<file path="src/rtl/ram_arbiter.sv">
// ram_arbiter: two-requester round-robin arbiter and sequencer for one single-port RAM.
//
// Requests from A and B are serialised onto the RAM port one at a time. Each access
// takes three states (ACCESS, RESP, then the next IDLE decision), so at most one
// access completes every three cycles. All RAM-side outputs and all acks and read
// data come from registers.
//
// Optional feature: define ARB_CLEAR_EN to build the background clear sweep.
// Without it, clr_start is ignored and clr_busy is tied low.
//
// Parameters:
//   ADDR_W    RAM address width; the array holds 2**ADDR_W words
//   DATA_W    RAM data width
//
// Ports:
//   clk       clock; all logic runs on its rising edge
//   rst       synchronous active-high reset
//   a_req     A request; held with a_we/a_addr/a_wdata stable until a_ack
//   a_we      A direction, 1 = write, 0 = read
//   a_addr    A address
//   a_wdata   A write data
//   a_ack     A completion pulse, one cycle
//   a_rdata   A read data, valid in the a_ack cycle of a read
//   b_*       same as the A ports, for requester B
//   clr_start one-cycle pulse that requests a clear sweep
//   clr_busy  high while a clear sweep runs
//   mem_wren  RAM write enable
//   mem_addr  RAM address
//   mem_wdata RAM write data
//   mem_rdata RAM read data

module ram_arbiter #(
  parameter int unsigned ADDR_W = 16,
  parameter int unsigned DATA_W = 8
) (
  input  logic              clk,
  input  logic              rst,

  input  logic              a_req,
  input  logic              a_we,
  input  logic [ADDR_W-1:0] a_addr,
  input  logic [DATA_W-1:0] a_wdata,
  output logic              a_ack,
  output logic [DATA_W-1:0] a_rdata,

  input  logic              b_req,
  input  logic              b_we,
  input  logic [ADDR_W-1:0] b_addr,
  input  logic [DATA_W-1:0] b_wdata,
  output logic              b_ack,
  output logic [DATA_W-1:0] b_rdata,

  input  logic              clr_start,
  output logic              clr_busy,

  output logic              mem_wren,
  output logic [ADDR_W-1:0] mem_addr,
  output logic [DATA_W-1:0] mem_wdata,
  input  logic [DATA_W-1:0] mem_rdata
);

  typedef enum logic [1:0] {
    StIdle,
    StAccess,
    StResp
`ifdef ARB_CLEAR_EN
    ,
    StClear
`endif
  } state_e;

  state_e            state_q;
  logic              rr_q;         // 0: A wins a tie, 1: B wins a tie
  logic              win_q;        // requester owning the current access, 0 = A
  logic              mem_wren_q;
  logic [ADDR_W-1:0] mem_addr_q;
  logic [DATA_W-1:0] mem_wdata_q;
  logic              a_ack_q;
  logic              b_ack_q;
  logic [DATA_W-1:0] a_rdata_q;
  logic [DATA_W-1:0] b_rdata_q;

`ifdef ARB_CLEAR_EN
  logic              clr_pend_q;
  logic              clr_busy_q;
`else
  logic              unused_clr_start;
  assign unused_clr_start = clr_start;
`endif

  // A takes the grant when it is the only requester or when it holds the tie-break.
  logic a_wins;
  assign a_wins = a_req && (!b_req || !rr_q);

  always_ff @(posedge clk) begin
    if (rst) begin
      state_q     <= StIdle;
      rr_q        <= 1'b0;
      win_q       <= 1'b0;
      mem_wren_q  <= 1'b0;
      mem_addr_q  <= '0;
      mem_wdata_q <= '0;
      a_ack_q     <= 1'b0;
      b_ack_q     <= 1'b0;
      a_rdata_q   <= '0;
      b_rdata_q   <= '0;
`ifdef ARB_CLEAR_EN
      clr_pend_q  <= 1'b0;
      clr_busy_q  <= 1'b0;
`endif
    end else begin
      // Acks are single-cycle pulses; only the ACCESS exit raises one.
      a_ack_q <= 1'b0;
      b_ack_q <= 1'b0;

`ifdef ARB_CLEAR_EN
      // A start seen during a sweep is dropped rather than queued for a second sweep.
      if (clr_start && (state_q != StClear)) begin
        clr_pend_q <= 1'b1;
      end
`endif

      case (state_q)
        StIdle: begin
`ifdef ARB_CLEAR_EN
          // A pending clear pre-empts both requesters, which then wait for the sweep.
          if (clr_pend_q || clr_start) begin
            clr_pend_q  <= 1'b0;
            clr_busy_q  <= 1'b1;
            mem_wren_q  <= 1'b1;
            mem_addr_q  <= '0;
            mem_wdata_q <= '0;
            state_q     <= StClear;
          end else
`endif
          if (a_req || b_req) begin
            win_q       <= !a_wins;
            rr_q        <= a_wins;    // tie-break passes to the loser
            mem_wren_q  <= a_wins ? a_we    : b_we;
            mem_addr_q  <= a_wins ? a_addr  : b_addr;
            mem_wdata_q <= a_wins ? a_wdata : b_wdata;
            state_q     <= StAccess;
          end
        end

        StAccess: begin
          // RAM read data is valid while the address is presented, so capture it here.
          if (!mem_wren_q) begin
            if (win_q) begin
              b_rdata_q <= mem_rdata;
            end else begin
              a_rdata_q <= mem_rdata;
            end
          end
          if (win_q) begin
            b_ack_q <= 1'b1;
          end else begin
            a_ack_q <= 1'b1;
          end
          mem_wren_q <= 1'b0;         // port idles as a read of the held address
          state_q    <= StResp;
        end

        // Ack is high for this state; the following IDLE cycle gives the requester
        // time to drop or replace its request before the next decision.
        StResp: begin
          state_q <= StIdle;
        end

`ifdef ARB_CLEAR_EN
        StClear: begin
          if (mem_addr_q == '1) begin
            clr_busy_q <= 1'b0;
            mem_wren_q <= 1'b0;
            mem_addr_q <= '0;
            state_q    <= StIdle;
          end else begin
            mem_addr_q <= mem_addr_q + ADDR_W'(1);
          end
        end
`endif

        default: begin
          state_q <= StIdle;
        end
      endcase
    end
  end

  assign a_ack     = a_ack_q;
  assign b_ack     = b_ack_q;
  assign a_rdata   = a_rdata_q;
  assign b_rdata   = b_rdata_q;
  assign mem_wren  = mem_wren_q;
  assign mem_addr  = mem_addr_q;
  assign mem_wdata = mem_wdata_q;

`ifdef ARB_CLEAR_EN
  assign clr_busy = clr_busy_q;
`else
  assign clr_busy = 1'b0;
`endif

endmodule
</file>
<file path="config.mk">
export PLATFORM = sky130hd
export DESIGN_NAME = ram_arbiter
export DESIGN_NICKNAME = d
export VERILOG_FILES = /design/src/rtl/ram_arbiter.sv
export SDC_FILE = /design/constraint.sdc
export NUM_CORES = 1
export LEC_CHECK = 0
export ABC_AREA = 0
export BUFFER_PORTS_ARGS = -buffer_cell sky130_fd_sc_hd__buf_2
export CORE_UTILIZATION = 48
export CTS_BUF_LIST = sky130_fd_sc_hd__clkbuf_16
export CTS_CLUSTER_DIAMETER = 200
export CTS_CLUSTER_SIZE = 20
export DETAILED_ROUTE_END_ITERATION = 8
export GPL_TIMING_DRIVEN = 0
export PLACE_DENSITY_LB_ADDON = 0.05
export SYNTH_ARGS = -nofsm -noshare
export SYNTH_HDL_FRONTEND = slang
export SYNTH_SLANG_ARGS = --single-unit
export TNS_END_PERCENT = 50
</file>
<file path="constraint.sdc">
create_clock -name clk -period 3.77 [get_ports clk]
set_input_delay 0.1885 -clock clk [delete_from_list [all_inputs] [get_ports clk]]
set_output_delay 0.1885 -clock clk [all_outputs]
set_load 0.03 [all_outputs]
</file>
## Yosys cells after proc, flatten, opt, wreduce, memory -nomap -nowiden

Cells that the tools add are included.

| operators by class | value |
|---|---|
| equal/unequal tests | 2 |
| multiplexer cells | 9 |
| bitwise operators | 3 |
| reductions and logical operators | 13 |

Operators with widths:

| kind | count |
|---|---|
| 16-bit 2-to-1 mux | 1 |
| 8-bit 2-to-1 mux | 1 |
| 3-bit AND reduction | 2 |
| 1-bit 2-to-1 mux | 4 |
| 2-bit case mux with 2 select lines | 1 |
| 2-bit AND reduction | 2 |
| 1-bit logical NOT | 3 |
| 1-bit inverter | 3 |
| 2-bit by 1-bit == test with 1-bit output, second input constant | 1 |
| 2-bit logical NOT | 1 |
| 1-bit logical OR | 2 |
| 2-bit 2-to-1 mux | 1 |
| 2-bit inequality test, second input constant | 1 |
| 1-bit case mux with 2 select lines | 1 |
| 2-bit nonzero test | 1 |
| 2-bit OR reduction | 1 |
| 1-bit logical AND | 1 |

| word-level totals | value |
|---|---|
| flip-flop bits (word level) | 47 |
| input port bits | 63 |
| output and inout bits | 44 |
| word-level logic and storage cells | 37 |

## Logic depth before layout (Yosys ltp)

| depth | value |
|---|---|
| word-level depth | 6 |
| gate-level depth with buffers | 6 |

## Worst setup path after synthesis

Ideal clock, no wire load.

| timing path | value |
|---|---|
| path type | register -> register |
| start point | register mem_wren_q, in the netlist mem_wren |
| end point | register a_rdata_q[0], in the netlist a_rdata[0] |
| arrival | 1,225 ps |
| slack | 2,413 ps |
| cell stages (with the launch flop) | 5 |
| buffers on the path | 1 |
| clock period less this slack | 1,357 ps |
| path through | dfxtp_1 > or4b_1 > buf_2 > nand2_1 > a21oi_1 |

| between the ends | value |
|---|---|
| cells in the longest elaborated chain, start to end | 2 |

RTL lines:

| what | RTL line | text |
|---|---|---|
| start: declaration | 75 | `logic mem_wren_q;` |
| start signal: assignment | 139 | `mem_wren_q <= a_wins ? a_we : b_we;` |
| 1-bit inverter (no line) | - |  |
| 3-bit AND reduction (no line) | - |  |
| end signal: assignment | 152 | `a_rdata_q <= mem_rdata;` |
| end: declaration | 80 | `logic [DATA_W-1:0] a_rdata_q;` |

Every way passes these cells.
A chain may end at the register's enable or synchronous reset.

## Worst setup path in the final report

| timing path | value |
|---|---|
| start point | register state_q[0] |
| end point | register mem_wdata_q[7], in the netlist mem_wdata[7] |

| between the ends | value |
|---|---|
| cells in the longest elaborated chain, start to end | 2 |

RTL lines:

| what | RTL line | text |
|---|---|---|
| start: declaration | 72 | `state_e state_q;` |
| start signal: assignment | 97 | `state_q <= StIdle;` |
| start signal: assignment | 142 | `state_q <= StAccess;` |
| start signal: assignment | 161 | `state_q <= StResp;` |
| 2-bit logical NOT | 123 | `case (state_q)` |
| 2-bit AND reduction (no line) | - |  |
| end signal: assignment | 141 | `mem_wdata_q <= a_wins ? a_wdata : b_wdata;` |
| end: declaration | 77 | `logic [DATA_W-1:0] mem_wdata_q;` |

Every way passes these cells.

==> results.md <==
- Synth area leaders: dfxtp_1, nand3_1, a31oi_1, o21ai_0, mux2i_1
- Largest net degree at the start of global routing: 14
- Final Max Tran Viols: 0
- Reg-to-reg slack, setup: 2.33 ns
- Reg-to-Reg Start: state_q[0]$_SDFFE_PP0P_
- Slew at the pin closest to its max-slew limit: 0.748 ns
- P&R area growth vs syn: 35.4%
- CP Max Fanout: 10
- Drt drc: 0
- Via count: 2,075
- Root buffer cell: clkbuf_16
- CTS Buf Count: 5
- # diodes: 0
- Slew headroom: 50.0%
- CP Class: reg2reg
- Worst-path clk slew: 0.06 ns
- Most common cell after layout, fill and taps aside: buf_2
- GRT overflow: 0
- Drt pass-1 iters: 5
- RSZ-0062 raised after global routing: no
- Critical path destination: mem_wdata[7]$_SDFFE_PP0P_
- CTS Hold Bufs: 0
- Final Hold Fails: 0
- RePlAce Congestion: 0.770
- Num ports: 107
- Synthesized area: 0.00201 mm²
- Cell taking the most area after synthesis: dfxtp_1
- CTS tree: built
- Die Y: 66.8 µm
- Maxcap violations: 0
- Worst vdd ir: 0.000255 V
- TNS Setup: 0 ns
- Yosys top cell area share: 46.7%
- Die X-Extent: 66.8 µm
- CTS sink cnt: 47
- Final min period: 1.44 ns
- Net Count, Synth: 296
- DRT antenna net count: 0
- First-pass GRT wire length: 8190 µm
- Commonest cells after routing, fill and taps aside: buf_2, nand3_1, dfxtp_1
- Port-buffer cells: 103
- Syn avg cell area: 8.64 µm²
- Crit path required time: 3.92 ns
- H-tree lvl count: 2
- Pwr Total: 1.23 mW
- Number of global-route vias before repair: 1,754
- Row cnt: 23
- Initial antenna violation count: 0
- DRT Wirelength: 5190 µm
- Hold Crit Class: in2reg
- Yosys warns: 0
- R2r endpoint: mem_wdata[7]$_SDFFE_PP0P_
- Via density: 5.28
- Max Freq: 693 MHz
- Distinct cells, synth: 29
- Setup violators final: 0
- Area of the die: 0.00446 mm²
- Layout cells sized above 1: 37.9%
- Outcome: finished, final reports clean
- CP startpoint kind: flip-flop
- Post-CTS sizing: 0
- Setup Fix Bufs, Post-CTS: 0
- Cells after Synth: 233
- Synth Register Bits: 47
- Critical path arrival: 1.59 ns
- Layout Nets: 406
- Clk_skew: 0.00182 ns
- Worst Setup SP: state_q[0]$_SDFFE_PP0P_
- CORE AREA: 0.00400 mm²
- Register area share after synthesis: 46.7%
- FF-to-FF path depth: 6
- Final Cycle Share: 38.3%
- Later-pin clock latency in the skew report: 0.28 ns
- Starting Density: 50.3%
- Pwr per Cell Area: 452 mW/mm²
- Violation count after the first detailed-route iteration: 120
- CTS Buffer Depth: 2
- Critical Path End Type: flip-flop
- WL per Instance: 13.2 µm
- Leak: 1.21 nW
- DP HPWL: 3720 µm
- GRT Total Usage: 24.0%
==> cells by family (layout without fill, tap and decap cells) <==
group	after synthesis	count (layout)	synth area share (%)
multiplexers	9	9	4.54
AO/OA/AOI/OAI	61	61	17.0
other	1	1	0.186
flip-flops	47	47	46.7
AND/OR/NAND/NOR	91	91	23.9
buffers and inverters	24	134	7.64
==> where the power goes <==
group | total (mW) | internal, mW | switching, mW
Clock | 0.409 | 0.238 | 0.170
Combinational | 0.274 | 0.101 | 0.172
Sequential | 0.550 | 0.532 | 0.0175
==> worst min-delay path by stage <==
| stage | start | end | depth (start not counted) |
|---|---|---|---|
| after floorplan | mem_rdata[0] | a_rdata[0]$_SDFFE_PP0P_ | 2 |
| after CTS | mem_rdata[3] | a_rdata[3]$_SDFFE_PP0P_ | 3 |
| after detailed placement | a_rdata[2]$_SDFFE_PP0P_ | a_rdata[2]$_SDFFE_PP0P_ | 2 |
| final | mem_rdata[2] | a_rdata[2]$_SDFFE_PP0P_ | 3 |
| after global routing | mem_rdata[3] | a_rdata[3]$_SDFFE_PP0P_ | 3 |
| after global placement | a_rdata[2]$_SDFFE_PP0P_ | a_rdata[2]$_SDFFE_PP0P_ | 2 |
==> sequential cells by signal, indices dropped and copies added, names as in the netlist <==
name,count
mem_wren,1
b_ack,1
mem_wdata,8
a_ack,1
state_q,2
win_q,1
b_rdata,8
rr_q,1
mem_addr,16
a_rdata,8
==> per-stage QoR <==
step	std cells	hold WS [ns]	instance area [µm²]	setup WS [ns]	util [%]
floorplan	233	0.324	2010	2.41	-
global placement	386	0.441	2590	2.30	64.8
detailed placement	386	0.444	2590	2.32	64.8
CTS	393	0.149	2730	2.32	68.1
global route	393	0.155	2730	2.17	68.1
finish	393	0.154	2730	2.33	68.1
==> layer usage <==
layer  vias to the layer above  share of wire [%]  GRT usage [%]
li1                       1054                  -              -
met1                       938                 48           32.8
met2                        79                 45           36.7
met3                         4                6.9           6.34
met4                         0               0.60           7.18
met5                         -                  0              0
==> critical path, stage by stage, from the launching register on <==
cell,delay (ns)
dfxtp_1,0.30
buf_4,0.16
or2_1,0.20
clkbuf_2,0.16
clkbuf_2,0.20
o21ai_0,0.20
a31oi_1,0.10
==> synth_stat cells <==
library cell   n
a21boi_0       1
a21oi_1       10
a31oi_1       24
and2_1         1
and4bb_2       1
buf_2          3
buf_4          4
buf_6          5
clkbuf_1       8
clkbuf_2       3
clkbuf_4       1
conb_1         1
dfxtp_1       47
mux2_2         1
mux2i_1        8
nand2_1       18
nand2b_1       4
nand3_1       48
nor2_1        10
nor2b_1        1
nor3_1         2
nor3b_1        1
nor3b_4        2
nor4b_2        1
o21ai_0       23
o21ai_1        2
o2bb2ai_1      1
or2_1          1
or4b_1         1
==> final cells by class <==
type,instances,area [µm²]
Timing Repair Buffer,103,515
Clock buffer,5,125
Sequential cell,47,941
Clock inverter,2,8.76
Tap cell,50,62.6
Fill cell,378,1270
Buffer,24,154
Multi-Input combinational cell,162,918
(Power assumes the default switching activity.)
